<file path="config.mk">
export PLATFORM = sky130hd
export DESIGN_NAME = steel_tohost_monitor
export DESIGN_NICKNAME = d
export VERILOG_FILES = /design/src/rtl/steel_tohost_monitor.sv
export SDC_FILE = /design/constraint.sdc
export NUM_CORES = 1
export LEC_CHECK = 0
export ABC_AREA = 1
export CAP_MARGIN = 20
export CORE_ASPECT_RATIO = 1.25
export CORE_MARGIN = 1
export CORE_UTILIZATION = 49
export CTS_CLUSTER_DIAMETER = 120
export DETAILED_ROUTE_END_ITERATION = 7
export PLACE_DENSITY = 0.88
export SETUP_SLACK_MARGIN = 0.1
export SLEW_MARGIN = 20
export SYNTH_ARGS = -nofsm -noshare
export SYNTH_HDL_FRONTEND = slang
export SYNTH_SLANG_ARGS = --single-unit
</file>
<file path="constraint.sdc">
create_clock -name CLK -period 4.2 [get_ports CLK]
set_clock_uncertainty 0.1 [all_clocks]
set_input_delay 0.63 -clock CLK [delete_from_list [all_inputs] [get_ports CLK]]
set_output_delay 0.63 -clock CLK [all_outputs]
set_load 0.01 [all_outputs]
</file>
<file path="src/rtl/steel_tohost_monitor.sv">
// Snoops the core data bus for a store to the tohost address and reports the
// test outcome, elapsed RUN cycles and running pass/total counters.
module steel_tohost_monitor #(
   parameter logic [31:0] TOHOST_ADDR    = 32'h00001000,
   parameter logic [31:0] TIMEOUT_CYCLES = 32'd50000000
) (
   input  logic        CLK,
   input  logic        RESET,
   input  logic        START,
   input  logic [31:0] D_ADDR,
   input  logic [31:0] DATA_OUT,
   input  logic        WR_REQ,
   input  logic [3:0]  WR_MASK,
   output logic [31:0] RESULT,
   output logic [31:0] CYCLE_COUNT,
   output logic        BUSY,
   output logic        DONE,
   output logic        PASS,
   output logic        FAIL,
   output logic        TIMEOUT,
   output logic [7:0]  TESTS_RUN,
   output logic [7:0]  TESTS_PASSED
);

   localparam logic [1:0] S_IDLE    = 2'd0;
   localparam logic [1:0] S_RUN     = 2'd1;
   localparam logic [1:0] S_DONE    = 2'd2;
   localparam logic [1:0] S_TIMEOUT = 2'd3;

   logic [1:0]  r_state;
   logic [31:0] r_result;
   logic [31:0] r_cycleCount;
   logic [7:0]  r_testsRun;
   logic [7:0]  r_testsPassed;

   logic        w_hit;
   logic        w_lastCycle;
   logic [31:0] w_hitWord;

   assign w_hit       = WR_REQ && (D_ADDR == TOHOST_ADDR) && (WR_MASK != 4'b0000);
   assign w_lastCycle = (r_cycleCount == TIMEOUT_CYCLES - 32'd1);

   // Only the enabled byte lanes of the store reach RESULT; the rest read as 0.
   assign w_hitWord = {WR_MASK[3] ? DATA_OUT[31:24] : 8'h00,
                       WR_MASK[2] ? DATA_OUT[23:16] : 8'h00,
                       WR_MASK[1] ? DATA_OUT[15:8]  : 8'h00,
                       WR_MASK[0] ? DATA_OUT[7:0]   : 8'h00};

   always_ff @(posedge CLK) begin
      if (RESET) begin
         r_state       <= S_IDLE;
         r_result      <= 32'd0;
         r_cycleCount  <= 32'd0;
         r_testsRun    <= 8'd0;
         r_testsPassed <= 8'd0;
      end else if (START) begin
         r_state      <= S_RUN;
         r_result     <= 32'd0;
         r_cycleCount <= 32'd0;
      end else if (r_state == S_RUN) begin
         r_cycleCount <= r_cycleCount + 32'd1;
         if (w_hit) begin
            r_result <= w_hitWord;
            r_state  <= S_DONE;
            if (r_testsRun != 8'hFF)
               r_testsRun <= r_testsRun + 8'd1;
            if ((w_hitWord == 32'd1) && (r_testsPassed != 8'hFF))
               r_testsPassed <= r_testsPassed + 8'd1;
         end else if (w_lastCycle) begin
            r_state <= S_TIMEOUT;
            if (r_testsRun != 8'hFF)
               r_testsRun <= r_testsRun + 8'd1;
         end
      end
   end

   assign RESULT       = r_result;
   assign CYCLE_COUNT  = r_cycleCount;
   assign TESTS_RUN    = r_testsRun;
   assign TESTS_PASSED = r_testsPassed;
   assign BUSY         = (r_state == S_RUN);
   assign DONE         = (r_state == S_DONE) || (r_state == S_TIMEOUT);
   assign PASS         = (r_state == S_DONE) && (r_result == 32'd1);
   assign FAIL         = ((r_state == S_DONE) && (r_result != 32'd1)) || (r_state == S_TIMEOUT);
   assign TIMEOUT      = (r_state == S_TIMEOUT);

endmodule

</file>
# Yosys cells after proc, flatten, opt, wreduce, memory -nomap -nowiden
# Index checks and enable logic that the tools add are counted.
[op_classes]
eq_ne = 10
n_addsub = 3
reduce_logical = 17
n_mux = 11
bitwise = 1
[ops]
columns = ["cell", "n"]
rows = [
  ["32-bit by 1-bit equality test with 1-bit output, second input constant", 2],
  ["8-bit two-way mux", 7],
  ["32-bit by 1-bit adder with 32-bit output, second input constant", 1],
  ["32-bit by 13-bit equality test with 1-bit output, second input constant", 1],
  ["32-bit by 26-bit equality test with 1-bit output, second input constant", 1],
  ["32-bit by 1-bit inequality test with 1-bit output, second input constant", 1],
  ["8-bit by 1-bit adder with 8-bit output, second input constant", 2],
  ["8-bit inequality test, second input constant", 2],
  ["2-bit AND reduction", 3],
  ["1-bit logical AND", 5],
  ["2-bit equality test, second input constant", 2],
  ["2-bit two-way mux", 2],
  ["4-bit AND reduction", 1],
  ["2-bit nonzero test", 2],
  ["4-bit nonzero test", 1],
  ["3-bit AND reduction", 1],
  ["3-bit nonzero test", 1],
  ["2-bit by 1-bit equality test with 1-bit output, second input constant", 1],
  ["1-bit logical OR", 2],
  ["1-bit two-way mux", 2],
  ["2-bit OR reduction", 1],
  ["1-bit NOT", 1],
]
[word_totals]
out_inout_bits = 85
wordCells = 48
reg_bits = 82
inputBits = 72

# Depth between registers and ports, before layout
[logic_depth]
depth_word = 6
depth_mapped = 14

# Worst setup path after synthesis
# No wires, ideal clock.
[synth_path]
path_type = "input to register"
startpoint = "input port WR_MASK[1]"
endpoint = "register r_result[27] (netlist: RESULT[27])"
n_path_buf = 3
setup_slack_ns = 2.278
t_arrival_ns = 1.687
cell_stages = 10
cell_sequence = "buf_2 nor2_1 nand2_1 nand3_1 nor2_1 inv_2 nor2_2 buf_4 buf_2 a211oi_1"
[synth_via]
elab_chain_cells = 3
[synth_rtl]
columns = ["item", "line", "text"]
rows = [
  ["from (decl)", "13", "input logic [3:0] WR_MASK,"],
  ["4-bit nonzero test", "40", "assign w_hit = WR_REQ && (D_ADDR == TOHOST_ADDR) && (WR_MASK != 4'b0000);"],
  ["1-bit logical AND", "40", ""],
  ["2-bit AND reduction (no source line)", "--", ""],
  ["to (signal assigned)", "63", "r_result <= w_hitWord;"],
  ["to (decl)", "31", "logic [31:0] r_result;"],
]
# No other way between the ends.
# A chain may end at the register's enable or synchronous reset.

# Final worst setup path
[layout_path]
startpoint = "register r_result[12] (netlist: RESULT[12])"
endpoint = "output port PASS"
[layout_via]
elab_chain_cells = 2
[layout_rtl]
columns = ["item", "line", "text"]
rows = [
  ["32-bit by 1-bit equality test with 1-bit output", "83", "assign PASS = (r_state == S_DONE) && (r_result == 32'd1);"],
  ["1-bit logical AND", "83", ""],
  ["to (decl)", "18", "output logic PASS,"],
]
# No other way between the ends.

==> flow_metrics.py <==
metrics = {
    "status": {
        "status": "finished, final reports clean",
    },
    "logic_synthesis": {
        "syn_avg_cell_area_um2": 6.30,
        "yosysSeqAreaShare_pct": 36.1,
        "synthCells": 722,
        "synth_area_mm2": 0.00455,
        "ys.flop_type": "dfxtp_1",
        "yosysMostFrequentCell": "nand2_1",
        "ys_async_sr_fraction_pct": 0,
        "yosys_warnings": 0,
        "ys_ff_latch": 82,
        "synth_commonest_cells": "nand2_1, nor2_1, inv_1, dfxtp_1, a21oi_1",
        "yosys.area.top_type_share_pct": 36.1,
        "ys_top_cells_by_area": "dfxtp_1, nand2_1, nor2_1, inv_1, a21oi_1",
        "synth.largest_area_cell": "dfxtp_1",
        "synth_nets": 797,
        "synth.distinct_cells": 35,
        "synth_edf_count": 0,
    },
    "layout": {
        "drive_gt1_share_pct": 4.46,
        "diodes": 0,
        "nets": 946,
        "syn2layout_area_growth_pct": 39.8,
    },
    "detailed_routing": {
        "detail_route.drc_violations": 0,
        "wl_met1_um": 4970,
        "avgViaCountPerCell": 5.39,
        "drtAntennaViolNets": 0,
        "wl_met2_um": 7340,
        "drt-initial-drc-count": 327,
        "routedWlPerCell_um": 14.0,
        "first_pass_iters": 5,
        "wl_met3_um": 1080,
        "vias": 5368,
        "top_layer": "met4",
        "routed_wl_um": 13900,
    },
    "cts": {
        "cts_tree": "yes",
        "root_buffer": "clkbuf_8",
        "clk_latency_ps": 360,
        "cts_sinks": 82,
        "clk_pin_slew_ps": 80,
        "clockBufferDepth": 2,
        "holdBufCountCts": 0,
        "cts_buffers": 9,
        "post_cts.repair.setup_buffers": 0,
        "cts_max_level": 3,
        "cts.repair.resized": 0,
    },
    "critical_path": {
        "worstSetupStartpoint": "RESULT[12]",
        "cpLargestDelayFamily": "simple AND/OR/NAND/NOR gates",
        "reg2regPathDepth": 9,
        "critPathBufInv": 1,
        "cp_slowest_stage_delay_ps": 560,
        "critPathArrivalTime_ps": 2080,
        "path_class": "reg -> out",
        "worst-endpoint-required_ps": 3470,
        "crit_path_end_kind": "output port",
        "path_cells": "nor4_1 > and3_1 > nand4_1 > nor3_1 > clkdlybuf4s50_1",
        "critPathMaxFanout": 3,
        "r2r_start": "r_state[0]",
        "cp_slowest_cell": "clkdlybuf4s50_1",
        "start_kind": "register",
        "crit_cells": 5,
    },
    "grt": {
        "grt_max_degree": 45,
        "antenna_found_initial": 0,
        "grt_pass1_wl_um": 22800,
        "grt_pass1_vias": 5143,
        "grt_overflow": 0,
        "grt_usage_pct": 30.1,
    },
    "power": {
        "switchingPower_uw": 352,
        "power_frac_clock_pct": 37.4,
        "power_density_mw_per_mm2": 236,
        "ir_worst_vdd_uv": 137,
        "seq_power_share_pct": 52.1,
        "intPower_uw": 1150,
        "combPwrFrac_pct": 10.5,
        "static-leakage-power_uw": 0.00254,
        "switching_share_pct": 23.5,
    },
    "die": {
        "die_w_um": 88.2,
        "fp-row-count": 38,
        "die_area_mm2": 0.00967,
        "ios": 157,
        "coreArea_mm2": 0.00884,
        "die_y_um": 110,
        "initial_core_util_pct": 51.4,
    },
    "sta": {
        "post-route-min-period_ps": 2810,
        "tns_ps": 0,
        "worst_pin_slew_ps": 476,
        "hold_violations": 0,
        "setup_viol": 0,
        "hold_ws_ps": 409,
        "fmax_ghz": 0.356,
        "rsz0062_at_grt": "no",
        "maxSlewViolCount": 0,
        "fin_crit_sh_pct": 66.9,
        "slew_headroom_pct": 68.2,
    },
    "placement": {
        "gp_congestion": 0.937,
        "dpl.hpwl_um": 11000,
        "io_buffers": 156,
    },
    "flow_run": {
        "drv_cap": 0,
    },
    "hold_path": {
        "min-delay-start": "CYCLE_COUNT[14]",
        "hold_depth": 2,
        "min_path_type": "reg -> reg",
    },
}
[power groups by stage]
stage	logic, uW	registers [uW]	clock network (uW)
2_1_floorplan	63.2	798	0
3_3_place_gp	152	798	0
3_5_place_dp	156	798	0
4_1_cts	157	780	559
5_1_grt	173	780	605
6_report	158	780	561
[worst reg2reg max path, delay by kind of cell, from the launching register on]
family | cells | cell delay [ps]
buffers and inverters | 2 | 660
AND/OR/NAND/NOR | 5 | 950
AO/OA/AOI/OAI | 2 | 310
flip-flops | 1 | 410
[registers in the layout, indices dropped and copies added, names as in the netlist]
name,count
CYCLE_COUNT,32
RESULT,32
TESTS_PASSED,8
TESTS_RUN,8
r_state,2
[per-stage QoR]
step,utilization (%),cell area [um2],total power [uW],setup WS [ps],instances
floorplan,-,4550,862,2280,722
global placement,69.8,6170,951,1220,980
detailed placement,69.8,6170,954,1130,980
CTS,71.9,6360,1500,1400,995
global route,71.9,6360,1560,1140,995
finish,71.9,6360,1500,1390,995
[final cells by class]
| cell class | instances | area, um2 |
|---|---|---|
| multi-input combinational | 527 | 2450 |
| clock buffer | 12 | 145 |
| timing repair buffer | 159 | 1580 |
| inverter | 92 | 347 |
| fill | 748 | 2490 |
| tap | 120 | 150 |
| sequential | 82 | 1640 |
| clock inverter | 3 | 40.0 |
[layer usage]
layer / up-vias / track usage, %
li1: 2618 / -
met1: 2426 / 32.3
met2: 274 / 55.1
met3: 50 / 6.46
met4: 0 / 14.9
met5: - / 0
[worst paths after layout]
kind                     endpoint  slack, ps
hold / removal    CYCLE_COUNT[14]        410
setup / recovery             PASS       1390
setup reg to reg       RESULT[18]       1700
hold reg to reg   CYCLE_COUNT[14]        410
[cell families (layout without fill, tap and decap cells)]
family,count (synthesis),count (layout),share of synthesized area (%)
simple gates,416,416,39.7
compound gates,103,103,12.2
xor+xnor,5,5,0.963
fa+ha+maj,3,3,0.826
buf+inv,113,266,10.2
flops,82,82,36.1
[placed cells by master, fill, tap and decap left out, types with 3 or more instances in the layout]
cell / instances
a211oi_1: 12
a21oi_1: 45
buf_4: 3
clkbuf_8: 10
clkdlybuf4s50_1: 156
clkinv_2: 3
dfxtp_1: 82
ha_1: 3
inv_1: 85
inv_2: 5
nand2_1: 172
nand3_1: 42
nand4_1: 17
nor2_1: 136
nor2_2: 7
nor3_1: 23
nor4_1: 5
o21ai_0: 39
o21ai_1: 4
xor2_1: 3
No activity file was read; power rests on OpenSTA's default activity.
